$ cat src/rtl/shift_wb_if.sv
// Handshake and control bundle between the main control unit (master) and the
// shift write-back sequencer (slave).
//   start, funct        : request and instruction funct field, master -> slave
//   busy, done, illegal : sequencer status, slave -> master
//   SHIFT_op, shift_in_sel, shift_n_sel : shift-register controls
//   MEMtoREG_SELETOR, reg_write          : register-file write-back controls
interface shift_wb_if;
  logic       start;
  logic [5:0] funct;
  logic       busy;
  logic       done;
  logic       illegal;
  logic [2:0] SHIFT_op;
  logic       shift_in_sel;
  logic       shift_n_sel;
  logic [3:0] MEMtoREG_SELETOR;
  logic       reg_write;

  modport master (
    output start, funct,
    input  busy, done, illegal, SHIFT_op, shift_in_sel, shift_n_sel,
           MEMtoREG_SELETOR, reg_write
  );

  modport slave (
    input  start, funct,
    output busy, done, illegal, SHIFT_op, shift_in_sel, shift_n_sel,
           MEMtoREG_SELETOR, reg_write
  );
endinterface

$ cat src/rtl/shift_wb_ctrl.sv
// Multicycle sequencer for R-type shifts (sll, srl, sra, sllv, srlv, srav).
// On an accepted start it walks LOAD -> SHIFT -> WAIT (SHIFT_LAT-1 cycles) ->
// WB -> DONE, driving the shift register and then the register-file write-back.
// An illegal funct is answered with a one-cycle done+illegal pulse from IDLE.
// Ports:
//   clk      : system clock, rising edge
//   reset_n  : synchronous reset, active-low
//   bus      : shift_wb_if slave modport (start/funct in, status and controls out)
// Parameter:
//   SHIFT_LAT: cycles the shift register needs after a shift command (1..15)
module shift_wb_ctrl #(
  parameter int unsigned SHIFT_LAT = 1
) (
  input  logic       clk,
  input  logic       reset_n,
  shift_wb_if.slave  bus
);

  typedef enum logic [2:0] {
    S_IDLE, S_LOAD, S_SHIFT, S_WAIT, S_WB, S_DONE
  } state_t;

  typedef enum logic [2:0] {
    OP_NOP  = 3'b000,
    OP_LOAD = 3'b001,
    OP_SLL  = 3'b010,
    OP_SRL  = 3'b011,
    OP_SRA  = 3'b100
  } shift_op_t;

  localparam logic [3:0] SEL_SHIFT = 4'b1000;
  localparam logic [3:0] WAIT_INIT = 4'(SHIFT_LAT - 1);

  // Legal shift functs are 000xyz with yz != 01; bit 2 marks the variable forms.
  function automatic logic is_legal(input logic [5:0] f);
    case (f)
      6'b000000, 6'b000010, 6'b000011,
      6'b000100, 6'b000110, 6'b000111: return 1'b1;
      default:                         return 1'b0;
    endcase
  endfunction

  function automatic shift_op_t shift_code(input logic [1:0] k);
    case (k)
      2'b00:   return OP_SLL;
      2'b10:   return OP_SRL;
      2'b11:   return OP_SRA;
      default: return OP_NOP;
    endcase
  endfunction

  state_t     state;
  logic [2:0] kind;      // funct[2:0] of the accepted instruction
  logic [3:0] cnt;
  logic       busy_q, done_q, illegal_q, n_sel_q, rw_q;
  shift_op_t  op_q;
  logic [3:0] sel_q;

  // Outputs are registered alongside the state: each transition loads the
  // values that belong to the state being entered.
  always_ff @(posedge clk) begin
    // NOTE: every sequential assignment is non-blocking so all registers update
    // together from pre-edge values; the pulse defaults below are overridden
    // later in the same block, which is well defined for non-blocking writes.
    if (!reset_n) begin
      state     <= S_IDLE;
      kind      <= '0;
      cnt       <= '0;
      busy_q    <= 1'b0;
      done_q    <= 1'b0;
      illegal_q <= 1'b0;
      op_q      <= OP_NOP;
      n_sel_q   <= 1'b0;
      sel_q     <= '0;
      rw_q      <= 1'b0;
    end else begin
      done_q    <= 1'b0;
      illegal_q <= 1'b0;
      rw_q      <= 1'b0;
      sel_q     <= '0;
      op_q      <= OP_NOP;
      case (state)
        S_IDLE: begin
          if (bus.start) begin
            if (is_legal(bus.funct)) begin
              kind   <= bus.funct[2:0];
              state  <= S_LOAD;
              busy_q <= 1'b1;
              op_q   <= OP_LOAD;
            end else begin
              done_q    <= 1'b1;
              illegal_q <= 1'b1;
            end
          end
        end
        S_LOAD: begin
          state   <= S_SHIFT;
          op_q    <= shift_code(kind[1:0]);
          n_sel_q <= kind[2];
        end
        S_SHIFT: begin
          if (SHIFT_LAT > 1) begin
            cnt   <= WAIT_INIT;
            state <= S_WAIT;
          end else begin
            state   <= S_WB;
            n_sel_q <= 1'b0;
            sel_q   <= SEL_SHIFT;
            rw_q    <= 1'b1;
          end
        end
        S_WAIT: begin
          // Leave when this decrement reaches zero, giving SHIFT_LAT-1 WAIT
          // cycles; cnt is at least 1 on entry so it never wraps.
          if (cnt == 4'd1) begin
            cnt     <= '0;
            state   <= S_WB;
            n_sel_q <= 1'b0;
            sel_q   <= SEL_SHIFT;
            rw_q    <= 1'b1;
          end else begin
            cnt <= cnt - 4'd1;
          end
        end
        S_WB: begin
          state  <= S_DONE;
          done_q <= 1'b1;
        end
        S_DONE: begin
          state  <= S_IDLE;
          busy_q <= 1'b0;
        end
        default: state <= S_IDLE;
      endcase
    end
  end

  assign bus.busy             = busy_q;
  assign bus.done             = done_q;
  assign bus.illegal          = illegal_q;
  assign bus.SHIFT_op         = op_q;
  assign bus.shift_in_sel     = 1'b0;   // only source today is B (rt)
  assign bus.shift_n_sel      = n_sel_q;
  assign bus.MEMtoREG_SELETOR = sel_q;
  assign bus.reg_write        = rw_q;

endmodule

$ cat src/flat_wrapper.sv
// flat-port wrapper written by rule: the top's interface ports become plain ports
module shift_wb_ctrl_flat 
#(
  parameter int unsigned SHIFT_LAT = 1
)
  (clk, reset_n, bus_start, bus_funct, bus_busy, bus_done, bus_illegal, bus_SHIFT_op, bus_shift_in_sel, bus_shift_n_sel, bus_MEMtoREG_SELETOR, bus_reg_write);
  shift_wb_if bus_i ();
  input  logic clk;
  input  logic reset_n;
  input wire logic [$bits(bus_i.start)-1:0] bus_start;
  input wire logic [$bits(bus_i.funct)-1:0] bus_funct;
  output wire logic [$bits(bus_i.busy)-1:0] bus_busy;
  output wire logic [$bits(bus_i.done)-1:0] bus_done;
  output wire logic [$bits(bus_i.illegal)-1:0] bus_illegal;
  output wire logic [$bits(bus_i.SHIFT_op)-1:0] bus_SHIFT_op;
  output wire logic [$bits(bus_i.shift_in_sel)-1:0] bus_shift_in_sel;
  output wire logic [$bits(bus_i.shift_n_sel)-1:0] bus_shift_n_sel;
  output wire logic [$bits(bus_i.MEMtoREG_SELETOR)-1:0] bus_MEMtoREG_SELETOR;
  output wire logic [$bits(bus_i.reg_write)-1:0] bus_reg_write;
  assign bus_i.start = bus_start;
  assign bus_i.funct = bus_funct;
  assign bus_busy = bus_i.busy;
  assign bus_done = bus_i.done;
  assign bus_illegal = bus_i.illegal;
  assign bus_SHIFT_op = bus_i.SHIFT_op;
  assign bus_shift_in_sel = bus_i.shift_in_sel;
  assign bus_shift_n_sel = bus_i.shift_n_sel;
  assign bus_MEMtoREG_SELETOR = bus_i.MEMtoREG_SELETOR;
  assign bus_reg_write = bus_i.reg_write;
  shift_wb_ctrl #(.SHIFT_LAT(SHIFT_LAT)) u_core (.clk(clk), .reset_n(reset_n), .bus(bus_i));
endmodule
$ cat config.mk
export PLATFORM = sky130hd
export DESIGN_NAME = shift_wb_ctrl_flat
export DESIGN_NICKNAME = d
export VERILOG_FILES = /design/src/rtl/shift_wb_if.sv /design/src/rtl/shift_wb_ctrl.sv /design/src/flat_wrapper.sv
export SDC_FILE = /design/constraint.sdc
export NUM_CORES = 1
export LEC_CHECK = 0
export ABC_AREA = 1
export BUFFER_PORTS_ARGS = -buffer_cell sky130_fd_sc_hd__buf_2
export CORE_UTILIZATION = 40
export DETAILED_ROUTE_END_ITERATION = 6
export GPL_ROUTABILITY_DRIVEN = 0
export PLACE_DENSITY = 0.76
export SYNTH_ARGS = -nofsm -noshare
export SYNTH_HDL_FRONTEND = slang
export SYNTH_SLANG_ARGS = --single-unit
$ cat constraint.sdc
create_clock -name clk -period 1 [get_ports clk]
set_input_delay 0.2 -clock clk [delete_from_list [all_inputs] [get_ports clk]]
set_output_delay 0.2 -clock clk [all_outputs]
set_load 0.03 [all_outputs]
==> flow_metrics.py, run 1 <==
metrics = {
    "synth": {
        "synth_ff_type": "dfxtp_1",
        "synth_cell_types": 27,
        "synth_commonest_cells": "18 x dfxtp_1, 14 x nor2_1, 11 x nand2_1",
        "syn_avg_cell_area_um2": 7.92,
        "synth_seq_area_share_pct": 43.3,
        "synth_area_um2": 832,
        "yosysTopAreaCell": "dfxtp_1",
        "async_flop_share_pct": 0,
        "synth.area.top_cells": "dfxtp_1 43%, nor2_1 6.3%, nand2_1 5.0%",
        "synth.most_common_cell": "dfxtp_1",
        "synthesis.instances": 105,
        "synth-seq-cells": 18,
        "synth_edf_count": 0,
        "yosysWarnings": 0,
        "yosys.area.top_type_share_pct": 43.3,
    },
    "worst_setup_path": {
        "critPathLaunchType": "flip-flop",
        "worst-path-stages": 7,
        "reg2reg_from": "u_core.state[1]$_SDFFE_PN0P_",
        "max_stage_delay_ps": 410,
        "critPathMaxFanout": 6,
        "ff2ff_path_depth": 7,
        "critPathLaunch": "u_core.state[1]$_SDFFE_PN0P_",
        "crit_family": "simple AND/OR/NAND/NOR gates",
        "crit_type": "flip-flop to flip-flop",
        "crit_top_cell": "nand2_4",
        "cp_data_required_time_ps": 1210,
        "endpoint_kind": "flip-flop",
        "endpoint": "u_core.state[0]$_SDFFE_PN0P_",
        "r2r_end": "u_core.state[0]$_SDFFE_PN0P_",
        "cp_slowest_cell": "dfxtp_4",
        "path_cells": "nand2_4 > nor2_8 > nand2_4 > nand2_2 > inv_2 > a21oi_2 > nor2_1",
        "crit_arrival_ps": 1270,
        "crit_buf_inv": 1,
        "regToRegSetupSlack_ps": -60,
    },
    "grt": {
        "met2_usage_pct": 28.8,
        "grt_pass1_vias": 701,
        "grt_antenna_before_repair": 0,
        "gr-max-usage-layer": "met2",
        "grt_overflow_total": 0,
        "groute.layer.met3.usage_pct": 4.15,
        "grt_first_pass_wirelength_um": 2880,
        "grt_util_met1_pct": 22.0,
        "grt_max_degree": 11,
        "track_usage_pct": 18.1,
    },
    "route": {
        "viasPerCell": 4.79,
        "drt.antenna.violating_nets": 0,
        "wl_per_cell_um": 10.7,
        "drc": 0,
        "drtIter0Drc": 14,
        "drt_wl_total_um": 1720,
        "drt_pre_antenna_iters": 6,
        "vias": 767,
    },
    "run": {
        "cap_violations": 0,
    },
    "finish": {
        "final_util_pct": 61.4,
        "area_growth_pct": 44.7,
        "drive_gt1_share_pct": 51.9,
        "design_area_um2": 1200,
        "nNetsFinal": 145,
        "antenna_cells": 0,
    },
    "place": {
        "place_area_um2": 1020,
        "portBuffers": 17,
        "hpwl_um": 1290,
    },
    "floorplan": {
        "top_level_ports": 22,
        "core_um2": 1960,
        "die_w_um": 47.6,
        "row_count": 16,
        "die_y_um": 47.6,
        "initial_core_util_pct": 42.4,
        "die-area_um2": 2270,
    },
    "clocking": {
        "clk_pin_slew_ps": 100,
        "cts_tree": "built",
        "htreeDepth": 1,
        "cts_sinks": 18,
        "hold_buffers": 0,
        "worstSkewPairLatency_ps": 300,
        "ctsRootBufferMaster": "clkbuf_4",
        "numCtsBuffers": 3,
        "postCtsSetupBuffers": 0,
        "clockBufferDepth": 2,
    },
    "outcome": {
        "failed_checks": "setup timing",
        "status": "finished with violations",
    },
    "power": {
        "power.density_nw_per_um2": 1430,
        "p_leak_nw": 0.527,
        "irDropWorstVdd_mv": 0.858,
    },
    "timing": {
        "period_share_pct": 106,
        "rsz0062_at_grt": "yes",
        "period_minus_slack_ps": 1060,
        "fin_ws_ps": -61.0,
        "drv_slew": 0,
        "hold_slack_ps": 140,
        "setup_violations": 12,
        "finalHoldViolCount": 0,
        "skew_ps": 4.93,
        "maxClockFrequency_ghz": 0.943,
    },
    "worst_hold_path": {
        "hold_class": "input pin to flip-flop",
    },
}
==> how the worst min path moves through the flow <==
stage	start	to	slack, ps	cells after the start
floorplan	reset_n	u_core.cnt[0]$_SDFFE_PN0N_	340	2
global placement	bus_funct[2]	u_core.kind[2]$_SDFFE_PN0P_	450	3
detailed placement	u_core.kind[1]$_SDFFE_PN0P_	u_core.bus.SHIFT_op[2]$_SDFF_PN0_	450	2
CTS	bus_funct[2]	u_core.kind[2]$_SDFFE_PN0P_	140	3
global route	reset_n	u_core.bus.done$_SDFF_PN0_	160	3
finish	bus_funct[2]	u_core.kind[2]$_SDFFE_PN0P_	140	3
==> worst register-to-register path: stages, from the launching register on <==
cell and delay [ps]:
dfxtp_4 410, nand2_4 70, nor2_8 160, nand2_4 80
nand2_2 60, inv_2 40, a21oi_2 100, nor2_1 50
==> routing by layer <==
| metal | part of all wire [%] | wire length [um] | vias up |
|---|---|---|---|
| met2 | 50 | 866 | 28 |
| met4 | 3.0 | 51 | 0 |
| li1 | - | - | 393 |
| met5 | 0 | 0 | - |
| met1 | 42 | 728 | 339 |
| met3 | 4.2 | 73 | 7 |
==> sequential cells by signal, indices dropped and copies added (netlist names) <==
name and count:
u_core.bus.shift_n_sel 1, u_core.bus.SHIFT_op 3, u_core.bus.busy 1, u_core.bus.MEMtoREG_SELETOR 1, u_core.bus.done 1, u_core.cnt 4
u_core.state 3, u_core.kind 3, u_core.bus.illegal 1
==> repair_timing <==
item / CTS / global route
gates resized for setup: 27 / 22
pin swaps: 6 / 1
endpoints found under the setup margin: 23 / 25
==> layout make-up <==
cell class	count	area, um2
fill	162	758
multi-input combinational	73	478
sequential	18	387
timing repair buffer	27	220
inverter	11	48.8
clock buffer	4	36.3
tap	27	33.8
==> cell families after synthesis <==
group           after synthesis  synth area share [%]
other cells                   1                 0.451
buf+inv                      17                  10.1
xor+xnor                      1                  1.05
simple gates                 49                  31.3
fa+ha+maj                     2                  3.01
compound gates               17                  10.8
flops                        18                  43.3
==> through the flow <==
| step | TNS (ps) | worst slack, ps | cells | total power (W) |
|---|---|---|---|---|
| after floorplan | -25.2 | -9.70 | 108 | 0.00109 |
| after global placement | -203 | -41.9 | 156 | 0.00119 |
| after detailed placement | -782 | -122 | 156 | 0.00120 |
| after CTS | -453 | -49.2 | 160 | 0.00169 |
| after global routing | -1370 | -125 | 160 | 0.00182 |
| final | -372 | -61.0 | 160 | 0.00172 |
==> power breakdown <==
| part | internal (W) | switching (W) | total (W) |
|---|---|---|---|
| Sequential | 0.000764 | 0.0000520 | 0.000816 |
| Combinational | 0.000190 | 0.000265 | 0.000455 |
| Clock | 0.000222 | 0.000229 | 0.000451 |
==> cells in the final DEF, fill, tap and decap left out, types with 3 or more instances in the layout <==
cell	n
buf_2	8
nor2_1	13
inv_2	3
a21oi_2	3
buf_6	10
inv_1	5
o21ai_1	6
dfxtp_2	9
clkbuf_4	3
a21oi_1	4
conb_1	4
buf_4	9
nand3_1	4
dfxtp_4	4
nand2_1	10
dfxtp_1	5
nor3_1	5
nand2_4	4
inv_4	3
No activity file was read; power rests on OpenSTA's default activity.
==> inputs of run 2 (changes only) <==
- CORE_UTILIZATION: 40 -> 30
- PLACE_DENSITY: 0.76 -> 0.62
==> run 2 against run 1 <==
Net effect: the run still ends with setup timing left; fmax increased by 0.19%; flip-flop and latch count stayed put; total power about the same; final cell count rose by 5.0%; design area grew 3.7%; sequential share of layout area shrank 1.6 points; sequential power about the same; routed wire length grew 4.5%; die area grew 32%; via count grew 0.65%; combinational power is essentially flat; largest power group unchanged; highest routed layer unchanged.
==> flow_metrics.py, run 2 (synthesis results as in run 1) <==
metrics = {
    "worst_setup_path": {
        "regToRegSetupSlack_ps": -60,
        "crit_type": "flip-flop to flip-flop",
        "critPathLaunch": "u_core.state[1]$_SDFFE_PN0P_",
        "r2r_end": "u_core.state[0]$_SDFFE_PN0P_",
        "endpoint_kind": "flip-flop",
        "cp_data_required_time_ps": 1200,
        "critPathMaxFanout": 5,
        "critPathLaunchType": "flip-flop",
        "crit_top_cell": "nand2_4",
        "max_stage_delay_ps": 400,
        "cp_slowest_cell": "dfxtp_4",
        "path_cells": "nand2_4 > nor2_8 > nand2_4 > nand2_2 > inv_2 > a21oi_2 > nor2_1",
        "reg2reg_from": "u_core.state[1]$_SDFFE_PN0P_",
        "crit_arrival_ps": 1260,
        "ff2ff_path_depth": 7,
    },
    "finish": {
        "design_area_um2": 1250,
        "register_area_um2": 382,
        "antenna_cells": 0,
        "multiInputGateArea_um2": 490,
        "regMostFlops": "u_core.cnt",
        "fillers": 250,
        "largest_register_ffs": 4,
        "mostFrequentLayoutCells": "15 x buf_4, 12 x nor2_1, 9 x nand2_1, 9 x buf_6",
        "area_growth_pct": 50.1,
        "final_common_cell": "buf_4",
        "nNetsFinal": 150,
        "drive_gt1_share_pct": 55.1,
    },
    "timing": {
        "rsz0062_at_grt": "yes",
        "skew_ps": 0.560,
        "setup_violations": 8,
        "finalHoldViolCount": 0,
        "maxClockFrequency_ghz": 0.944,
        "period_minus_slack_ps": 1060,
        "fin_ws_ps": -59.0,
        "hold_slack_ps": 145,
        "period_share_pct": 106,
        "drv_slew": 0,
    },
    "run": {
        "cap_violations": 0,
    },
    "grt": {
        "grt_pass1_vias": 682,
        "track_usage_pct": 13.8,
        "grt_antenna_before_repair": 0,
        "grt_first_pass_wirelength_um": 2860,
        "grt_max_degree": 11,
        "grt_overflow_total": 0,
    },
    "power": {
        "finalPower_w": 0.00172,
        "power.density_nw_per_um2": 1380,
        "irDropWorstVdd_mv": 0.816,
        "p_leak_nw": 0.552,
    },
    "clocking": {
        "cts_tree": "built",
        "clk_pin_slew_ps": 100,
        "htreeDepth": 1,
        "hold_buffers": 0,
        "clockBufferDepth": 2,
        "numCtsBuffers": 3,
        "ctsRootBufferMaster": "clkbuf_4",
        "cts_sinks": 18,
        "worstSkewPairLatency_ps": 300,
    },
    "outcome": {
        "failed_checks": "setup timing",
        "status": "finished with violations",
    },
    "route": {
        "drt_pre_antenna_iters": 4,
        "drc": 0,
        "drt.antenna.violating_nets": 0,
        "wl_per_cell_um": 10.7,
        "vias": 772,
        "drt_wl_total_um": 1800,
        "drtIter0Drc": 14,
        "viasPerCell": 4.60,
    },
    "worst_hold_path": {
        "holdPathStages": 3,
        "hp-start": "bus_funct[2]",
        "hold_class": "input pin to flip-flop",
        "whs_endpoint": "u_core.kind[2]$_SDFFE_PN0P_",
    },
    "floorplan": {
        "row_count": 18,
        "die_y_um": 54.7,
        "top_level_ports": 22,
        "die-area_um2": 2990,
        "initial_core_util_pct": 32.7,
        "die_w_um": 54.7,
        "core_um2": 2540,
    },
    "place": {
        "place_area_um2": 1050,
        "portBuffers": 17,
        "hpwl_um": 1330,
    },
}
-- run 2: worst max-delay path: cells and delay by family, from the launching register on --
family	cells	cell delay, ps
and+or+nand+nor	5	410
DFF	1	400
AOI/OAI and AO/OA	1	100
buffers and inverters	1	40
-- run 2: per-layer routing --
metal,track usage (%),share of wire (%)
met1,16.6,46
met2,22.1,49
met3,2.50,2.2
met4,8.97,2.8
met5,0,0
-- run 2: area by class of cell --
class	instances	area share, %
repair buffers	32	20.3
multi-input cells	73	39.3
well taps	30	3.01
clock buffers	4	2.91
inverters	11	3.91
flip-flops and latches	18	30.6
-- run 2: where the power goes --
part / internal (W) / switching (W)
combinational: 0.000195 / 0.000258
clock: 0.000222 / 0.000230
sequential: 0.000766 / 0.0000501
total: 0.00118 / 0.000539
-- run 2: timing repair --
action | in CTS | in global routing
cloned | 0 | 0
setup buffers | 0 | 1
endpoints found under the setup margin | 18 | 24
pin swaps | 9 | 7
resized for setup | 24 | 30
-- run 2: metrics by stage --
step	cells	setup TNS, ps	utilization (%)	setup slack, ps
after global placement	163	-265	41.4	-50.8
after floorplan	108	-25.2	-	-9.70
after detailed placement	163	-477	41.4	-88.4
after CTS	167	-450	45.9	-61.9
after global routing	168	-1050	49.1	-129
final	168	-265	49.1	-59.0
-- run 2: how the worst max path moves through the flow --
stage | endpoint | slack (ps) | cells after the start
CTS | u_core.state[0]$_SDFFE_PN0P_ | -60 | 7
global placement | u_core.state[0]$_SDFFE_PN0P_ | -50 | 7
floorplan | u_core.bus.busy$_SDFFE_PN0P_ | -10 | 7
finish | u_core.state[0]$_SDFFE_PN0P_ | -60 | 7
global route | u_core.state[0]$_SDFFE_PN0P_ | -130 | 7
detailed placement | u_core.state[0]$_SDFFE_PN0P_ | -90 | 7
==> inputs of run 3 (changes only) <==
- CAP_MARGIN: not set -> 20
- GPL_TIMING_DRIVEN: not set -> 0
- SKIP_CTS_REPAIR_TIMING: not set -> 1
==> run 3 against run 2 <==
Net effect: the flow still finishes with violations (setup timing); clock power rose by 1%; final cell count rose by 0.60%; sequential share of layout area fell by 0.83 points; flip-flop and latch count did not move; sequential power barely moved; critical path type unchanged.
==> flow_metrics.py, run 3 (synthesis results as in run 1) <==
metrics = {
    "worst_setup_path": {
        "endpoint_kind": "flip-flop",
        "cp_slowest_cell": "dfxtp_4",
        "ff2ff_path_depth": 7,
        "crit_arrival_ps": 1320,
        "max_stage_delay_ps": 380,
        "path_cells": "buf_4 > nor2_2 > nand3_1 > nand2_2 > inv_2 > a21oi_2 > nor2_1",
        "cp_data_required_time_ps": 1200,
        "critPathMaxFanout": 3,
        "crit_type": "flip-flop to flip-flop",
        "critPathLaunchType": "flip-flop",
    },
    "clocking": {
        "worstSkewPairLatency_ps": 290,
        "cts_sinks": 18,
        "numCtsBuffers": 3,
        "cts_tree": "built",
        "ctsRootBufferMaster": "clkbuf_4",
        "htreeDepth": 1,
        "clockBufferDepth": 2,
        "clk_pin_slew_ps": 110,
    },
    "grt": {
        "grt_max_degree": 11,
        "grt_antenna_before_repair": 0,
        "grt_pass1_vias": 605,
        "track_usage_pct": 11.0,
        "grt_overflow_total": 0,
        "grt_first_pass_wirelength_um": 2460,
    },
    "place": {
        "post-place-ws_ps": -139,
        "place_area_um2": 991,
        "portBuffers": 17,
        "hpwl_um": 1190,
        "place_inst": 155,
    },
    "route": {
        "drc": 0,
        "wl_per_cell_um": 11.3,
        "drt.antenna.violating_nets": 0,
        "drt_pre_antenna_iters": 4,
        "vias": 781,
        "drt_wl_total_um": 1910,
        "viasPerCell": 4.62,
        "drtIter0Drc": 17,
    },
    "timing": {
        "hold_slack_ps": 120,
        "period_share_pct": 112,
        "maxClockFrequency_ghz": 0.894,
        "finalHoldViolCount": 0,
        "period_minus_slack_ps": 1120,
        "fin_ws_ps": -118,
        "rsz0062_at_grt": "yes",
        "drv_slew": 0,
        "setup_violations": 14,
        "setup_tns_ps": -959,
        "skew_ps": 1.32,
    },
    "finish": {
        "final_cells": 169,
        "area_growth_pct": 54.3,
        "regMostFlops": "u_core.cnt",
        "fillers": 240,
        "drive_gt1_share_pct": 58.3,
        "largest_register_ffs": 4,
        "design_area_um2": 1280,
        "antenna_cells": 0,
        "mostFrequentLayoutCells": "12 x buf_4, 12 x buf_6, 11 x nor2_1",
        "nNetsFinal": 151,
    },
    "floorplan": {
        "row_count": 18,
        "core_um2": 2540,
        "die_w_um": 54.7,
        "die_y_um": 54.7,
        "initial_core_util_pct": 32.7,
        "top_level_ports": 22,
        "die-area_um2": 2990,
    },
    "power": {
        "power.density_nw_per_um2": 1400,
        "p_leak_nw": 0.564,
        "irDropWorstVdd_mv": 0.711,
    },
    "outcome": {
        "status": "finished with violations",
        "failed_checks": "setup timing",
    },
    "worst_hold_path": {
        "holdPathStages": 3,
        "hold_class": "input pin to flip-flop",
    },
    "run": {
        "cap_violations": 0,
    },
}
==> run 3: cell types whose count changed in the layout (fill, tap and decap cells not counted), sizes merged <==
cell	before	now
buf	32	33
==> run 3: worst paths after layout <==
kind | start | to | slack (ps)
setup / recovery | u_core.state[0]$_SDFFE_PN0P_ | u_core.state[0]$_SDFFE_PN0P_ | -120
hold reg to reg | u_core.kind[1]$_SDFFE_PN0P_ | u_core.bus.SHIFT_op[2]$_SDFF_PN0_ | 480
hold / removal | bus_funct[2] | u_core.kind[2]$_SDFFE_PN0P_ | 120
setup reg to reg | u_core.state[0]$_SDFFE_PN0P_ | u_core.state[0]$_SDFFE_PN0P_ | -120
==> run 3: metal layers <==
| layer | routed length [um] | part of all wire [%] | GRT usage (%) | vias up |
|---|---|---|---|---|
| li1 | - | - | - | 405 |
| met2 | 1030 | 54 | 19.5 | 23 |
| met3 | 58 | 3.0 | 0.833 | 0 |
| met1 | 825 | 43 | 13.7 | 353 |
| met5 | 0 | 0 | 0 | - |
| met4 | 0 | 0 | 3.85 | 0 |
==> run 3: through the flow <==
step | total power [W] | util, %
2_1_floorplan | 0.00109 | -
3_3_place_gp | 0.00116 | 38.9
3_5_place_dp | 0.00117 | 38.9
4_1_cts | 0.00162 | 40.4
5_1_grt | 0.00189 | 50.4
6_report | 0.00180 | 50.4
==> run 3: final cells by class <==
cell class | count | area [um2] | area share (%)
multi-input combinational | 73 | 509 | 39.7
timing repair buffer | 27 | 224 | 17.4
tap | 30 | 37.5 | 2.92
buffer | 6 | 46.3 | 3.61
inverter | 11 | 48.8 | 3.80
sequential | 18 | 382 | 29.7
clock buffer | 4 | 36.3 | 2.83
==> run 3: report_power, final <==
group | leakage, nW | internal, W | switching (W)
combinational | 0.391 | 0.000233 | 0.000292
clock | 0.0210 | 0.000222 | 0.000236
sequential | 0.152 | 0.000766 | 0.0000501
==> run 3: critical path: cells and delay by family, from the launching register on <==
family	cells	cell delay, ps
flops	1	380
compound gates	1	100
simple gates	4	350
buf+inv	2	190
